[src/rtl/star_extent_finder.sv]
// Star extent finder: probes a pixel memory outward from a seed to find the
// horizontal and vertical extent of a lit blob and its centre.
module star_extent_finder #(
    parameter int X_W       = 8,
    parameter int Y_W       = 8,
    parameter int IMG_W     = 160,
    parameter int IMG_H     = 120,
    parameter int COL_W     = 3,
    parameter int THRESHOLD = 0,
    parameter int ADDR_W    = 15
) (
    input  logic              clk,
    input  logic              reset,
    input  logic              start,
    input  logic [X_W-1:0]    seed_x,
    input  logic [Y_W-1:0]    seed_y,
    output logic              rd_en,
    output logic [ADDR_W-1:0] rd_addr,
    input  logic [COL_W-1:0]  rd_data,
    output logic              busy,
    output logic              done,
    output logic              valid,
    output logic [X_W-1:0]    left,
    output logic [X_W-1:0]    right,
    output logic [Y_W-1:0]    top,
    output logic [Y_W-1:0]    bottom,
    output logic [X_W-1:0]    mid_x,
    output logic [Y_W-1:0]    mid_y
);

    localparam logic [2:0] IDLE  = 3'd0;
    localparam logic [2:0] SEED  = 3'd1;
    localparam logic [2:0] RIGHT = 3'd2;
    localparam logic [2:0] LEFT  = 3'd3;
    localparam logic [2:0] DOWN  = 3'd4;
    localparam logic [2:0] UP    = 3'd5;
    localparam logic [2:0] DONE  = 3'd6;

    localparam logic [X_W-1:0]    X_MAX = X_W'(IMG_W - 1);
    localparam logic [Y_W-1:0]    Y_MAX = Y_W'(IMG_H - 1);
    localparam logic [ADDR_W-1:0] ROW   = ADDR_W'(IMG_W);
    localparam logic [COL_W-1:0]  TH    = COL_W'(THRESHOLD);

    logic [2:0]     state, state_n;
    logic           check, check_n;
    logic [X_W-1:0] sx, sx_n, px, px_n;
    logic [Y_W-1:0] sy, sy_n, py, py_n;
    logic [X_W-1:0] left_n, right_n, mid_x_n;
    logic [Y_W-1:0] top_n, bottom_n, mid_y_n;
    logic           valid_n;
    logic           adv;
    logic [2:0]     from;
    logic [X_W:0]   mx_sum;
    logic [Y_W:0]   my_sum;
    logic           lit;

    assign lit     = rd_data > TH;
    assign rd_en   = (state >= SEED) && (state <= UP) && !check;
    assign busy    = (state != IDLE) && (state != DONE);
    assign done    = (state == DONE);
    assign rd_addr = ADDR_W'(py) * ROW + ADDR_W'(px);

    always_comb begin
        state_n  = state;
        check_n  = check;
        sx_n     = sx;
        sy_n     = sy;
        px_n     = px;
        py_n     = py;
        left_n   = left;
        right_n  = right;
        top_n    = top;
        bottom_n = bottom;
        mid_x_n  = mid_x;
        mid_y_n  = mid_y;
        valid_n  = valid;
        adv      = 1'b0;
        from     = DONE;
        mx_sum   = '0;
        my_sum   = '0;
        case (state)
            IDLE: begin
                if (start) begin
                    sx_n     = seed_x;
                    sy_n     = seed_y;
                    px_n     = seed_x;
                    py_n     = seed_y;
                    left_n   = seed_x;
                    right_n  = seed_x;
                    mid_x_n  = seed_x;
                    top_n    = seed_y;
                    bottom_n = seed_y;
                    mid_y_n  = seed_y;
                    valid_n  = 1'b0;
                    check_n  = 1'b0;
                    state_n  = SEED;
                end
            end
            DONE: state_n = IDLE;
            default: begin
                if (!check) begin
                    check_n = 1'b1;
                end else begin
                    check_n = 1'b0;
                    case (state)
                        SEED: begin
                            if (lit) begin
                                valid_n = 1'b1;
                                adv     = 1'b1;
                                from    = RIGHT;
                            end else begin
                                state_n = DONE;
                            end
                        end
                        RIGHT: begin
                            if (lit) right_n = px;
                            if (lit && px < X_MAX) px_n = px + 1'b1;
                            else begin
                                adv  = 1'b1;
                                from = LEFT;
                            end
                        end
                        LEFT: begin
                            if (lit) left_n = px;
                            if (lit && px != '0) px_n = px - 1'b1;
                            else begin
                                adv  = 1'b1;
                                from = DOWN;
                            end
                        end
                        DOWN: begin
                            if (lit) bottom_n = py;
                            if (lit && py < Y_MAX) py_n = py + 1'b1;
                            else begin
                                adv  = 1'b1;
                                from = UP;
                            end
                        end
                        UP: begin
                            if (lit) top_n = py;
                            if (lit && py != '0) py_n = py - 1'b1;
                            else begin
                                adv  = 1'b1;
                                from = DONE;
                            end
                        end
                        default: ;
                    endcase
                end
            end
        endcase
        // Skip any direction already at the image edge so no cycle is lost.
        if (adv) begin
            mx_sum = {1'b0, left_n} + {1'b0, right_n};
            my_sum = {1'b0, top_n} + {1'b0, bottom_n};
            if (from <= RIGHT && sx < X_MAX) begin
                state_n = RIGHT;
                px_n    = sx + 1'b1;
                py_n    = sy;
            end else if (from <= LEFT && sx != '0) begin
                state_n = LEFT;
                px_n    = sx - 1'b1;
                py_n    = sy;
            end else begin
                mid_x_n = mx_sum[X_W:1];
                if (from <= DOWN && sy < Y_MAX) begin
                    state_n = DOWN;
                    px_n    = mid_x_n;
                    py_n    = sy + 1'b1;
                end else if (from <= UP && sy != '0) begin
                    state_n = UP;
                    px_n    = mid_x_n;
                    py_n    = sy - 1'b1;
                end else begin
                    state_n = DONE;
                    mid_y_n = my_sum[Y_W:1];
                end
            end
        end
    end

    always_ff @(posedge clk or posedge reset) begin
        if (reset) begin
            state  <= IDLE;
            check  <= 1'b0;
            sx     <= '0;
            sy     <= '0;
            px     <= '0;
            py     <= '0;
            left   <= '0;
            right  <= '0;
            top    <= '0;
            bottom <= '0;
            mid_x  <= '0;
            mid_y  <= '0;
            valid  <= 1'b0;
        end else begin
            state  <= state_n;
            check  <= check_n;
            sx     <= sx_n;
            sy     <= sy_n;
            px     <= px_n;
            py     <= py_n;
            left   <= left_n;
            right  <= right_n;
            top    <= top_n;
            bottom <= bottom_n;
            mid_x  <= mid_x_n;
            mid_y  <= mid_y_n;
            valid  <= valid_n;
        end
    end

endmodule

[config.mk]
export PLATFORM = sky130hd
export DESIGN_NAME = star_extent_finder
export DESIGN_NICKNAME = d
export VERILOG_FILES = /design/src/rtl/star_extent_finder.sv
export SDC_FILE = /design/constraint.sdc
export NUM_CORES = 1
export LEC_CHECK = 0
export BUFFER_PORTS_ARGS = -buffer_cell sky130_fd_sc_hd__clkbuf_2
export CORE_ASPECT_RATIO = 0.8
export CORE_MARGIN = 4
export CORE_UTILIZATION = 34
export CTS_BUF_LIST = sky130_fd_sc_hd__clkbuf_16
export CTS_CLUSTER_DIAMETER = 40
export CTS_CLUSTER_SIZE = 28
export DETAILED_ROUTE_END_ITERATION = 6
export GPL_TIMING_DRIVEN = 0
export PLACE_DENSITY = 0.54
export SYNTH_ARGS = -nofsm -noshare
export SYNTH_HDL_FRONTEND = slang
export SYNTH_SLANG_ARGS = --single-unit
[constraint.sdc]
create_clock -name clk -period 4.9 [get_ports clk]
set_clock_uncertainty 0.1 [all_clocks]
set_input_delay 0.98 -clock clk [delete_from_list [all_inputs] [get_ports clk]]
set_output_delay 0.98 -clock clk [all_outputs]
set_load 0.02 [all_outputs]
==> reports/metrics.yaml <==
critPathMaxStageDelay_ps: 510
start_util: 0.3457
drive_gt1_frac: 0.1709
syn_nets: 871
reg2reg_depth: 16
synth-main-ff-cell: "dfrtp_1"
ys_warn_count: 0
required_ps: 4930
max-slew-margin-rel: 0.4221
pin_count: 89
cts_made_buffers: 9
drt_pre_antenna_iters: 5
cts_buffer_depth: 2
design_area_sq_um: 7954
place_congestion: 0.9511
crit_path_top_delay_cell: "clkbuf_1"
ys_ff_latch: 85
grt_usage: 0.2190
nets: 969
die_h_um: 134.9
critical_path.max_fanout: 10
num_rows: 46
globalRouteOverflowTotal: 0
yosys.area.top_type: "dfrtp_1"
antenna_found_initial: 0
final_antenna_net_count: 0
core_area_sq_um: 19800
synth_top_family_by_area: "compound AO/OA/AOI/OAI gates"
clk_pin_slew_ps: 70
period_share: 0.9460
critical_path_depth: 16
synth-seq-area-share: 0.3107
syn_area_sq_um: 6845
io_buffers: 87
synthMostInstantiatedCell: "dfrtp_1"
startpoint: "state[0]"
synth_compound_area_frac: 0.2877
fmax_ghz: 0.2157
dieArea_sq_um: 22480
dp_hpwl_mm: 19.42
critPathLaunchType: "register"
fin_crit_ps: 4635
yosys.area_share.simple: 0.2097
cts-root-buf: "clkbuf_16"
cts_tree: "done"
status: "finished clean"
synth.mux.area_fraction: 0.009322
synth-xor-area-share: 0.04734
rsz0062_at_grt: "false"
num_vias: 7000
syn_to_final_growth_pct: 16.19
reg2reg_from: "state[0]"
cts-htree-levels: 3
worst_path_most_repeated_cell: "a21oi_1"
r2r_end: "px[7]"
crit_arrival_ps: 4670
die_w_um: 166.6
hold_viol: 0
synth_edf_count: 0
synthTopCellsByArea: "dfrtp_1 (31%), ha_1 (7.5%), a21oi_1 (5.2%)"
cts_sinks: 85
grt_max_degree: 46
synth_common_cells: "dfrtp_1 (85), nand2_1 (76), a21oi_1 (71)"
worst_slew_pin_slew_ps: 866.8
reg2reg_slack_ps: 260
cp-endpoint: "px[7]"
cp_top_family: "compound AO/OA/AOI/OAI gates"
critPathCaptureType: "register"
cap_violations: 0
vias_per_cell: 5.978
drtIter0Drc: 989
synth_cell_types: 88
setup_viol: 0
avgSynthCellArea_sq_um: 8.514
cp_cell_sequence: "clkbuf_1 -> buf_2 -> nor2_2 -> inv_2 -> clkbuf_1 -> nand2_1 -> a21oi_1 -> nor2_2 -> fa_1 -> a21o_1 -> a21oi_1 -> o21bai_1 -> a21oi_1 -> o21bai_1 -> a21oi_1 -> o221ai_1"
wl_mm: 25.50
ys_async_sr_fraction: 1.000
place_ws_ps: -983.8
grt_pass1_wl_mm: 38.21
syn-instance-count: 804
clk_latency_ps: 360
place_area_sq_um: 7634
drc: 0
maxSlewViolCount: 0
crit_buf_inv: 4
synth-adder-area-share: 0.08664
hold_path.class: "reg2reg"
num_antenna_cells: 0
cts_setup_buffers: 0
routedWlPerCell_um: 21.77
grt_pass1_vias: 6407
synth_top_area_frac: 0.3107
criticalPathCategory: "reg2reg"
final.setup.worst_slack_ps: 264.8
==> metal layers <==
metal,track usage,share of wire
met4,0.05770,0.019
met2,0.3149,0.42
met3,0.05092,0.096
met5,0,0
met1,0.3291,0.46
==> placed cells by master (no fill, tap or decap), types with 6 or more instances in the layout <==
master     netlist  layout
a221o_1         21      21
a21oi_1         71      71
and2_1          15      15
clkbuf_16        0       9
nand2_1         76      76
and3_1          12      12
nor3b_1          6       6
o221ai_1        10      10
o22ai_1         10      10
clkbuf_2         1      92
or3_1            9       9
nand3_1         26      26
nor2_1          67      65
nand4_1          9       9
o21bai_1         7       7
xnor2_1         23      23
nor3_1          17      17
a21o_1          20      20
o21ai_0         38      38
ha_1            41      41
a211o_1          8       8
clkbuf_1        35      29
buf_2            7       7
dfrtp_1         85      85
a31oi_1          9       9
a211oi_1         9       9
inv_1           28      28
xor2_1          14      14
a221oi_1         6       6
nor2b_1          7       7
==> worst min-delay path by stage <==
stage | startpoint | to | cells after the start
5_1_grt | valid | valid | 2
4_1_cts | bottom[6] | bottom[6] | 2
6_report | valid | valid | 2
2_1_floorplan | sy[6] | sy[6] | 2
3_3_place_gp | valid | valid | 2
3_5_place_dp | valid | valid | 2
==> timing repair <==
item,CTS,global route
setup endpoints to repair,10,5
resized for setup,4,12
hold buffers,0,0
==> final cells by class <==
cell class / count / area (sq um)
fill: 2067 / 11850
sequential: 85 / 2127
clock inverter: 7 / 57.56
inverter: 30 / 115.1
clock buffer: 9 / 225.2
buffer: 48 / 225.2
multi-input combinational: 640 / 4418
timing repair buffer: 88 / 455.4
tap: 264 / 330.3
==> sequential cells by signal, summed over array words and instances, names as in the netlist <==
name and count:
mid_x 8, sy 8, check 1, right 8, valid 1, top 8
sx 8, state 3, left 8, mid_y 8, py 8, px 8
bottom 8
==> worst min-delay path, cell delays in order (launching register included) <==
cell and delay [ps]:
dfrtp_1 380, inv_1 50, a21oi_1 50
==> through the flow <==
step,hold WS [ps],utilization,std cells,setup TNS (ps)
global route,468.6,0.4017,1171,0
global placement,407.0,0.3844,1155,-7179
detailed placement,430.5,0.3856,1156,-6848
floorplan,433.2,-,804,0
CTS,446.3,0.4006,1172,0
finish,432.5,0.4017,1171,0
==> logic make-up (layout without fill, tap and decap cells) <==
logic type,count (synthesis),after routing
xor gates and xnor gates,37,37
buffers and inverters,79,182
and+or+nand+nor,281,281
adders and majority gates,45,45
muxes,6,6
AOI/OAI and AO/OA,271,271
DFF,85,85
Power is left out: the tool's default activity adds up to more than one toggle a clock period on the data nets, which glitch-free logic cannot reach.
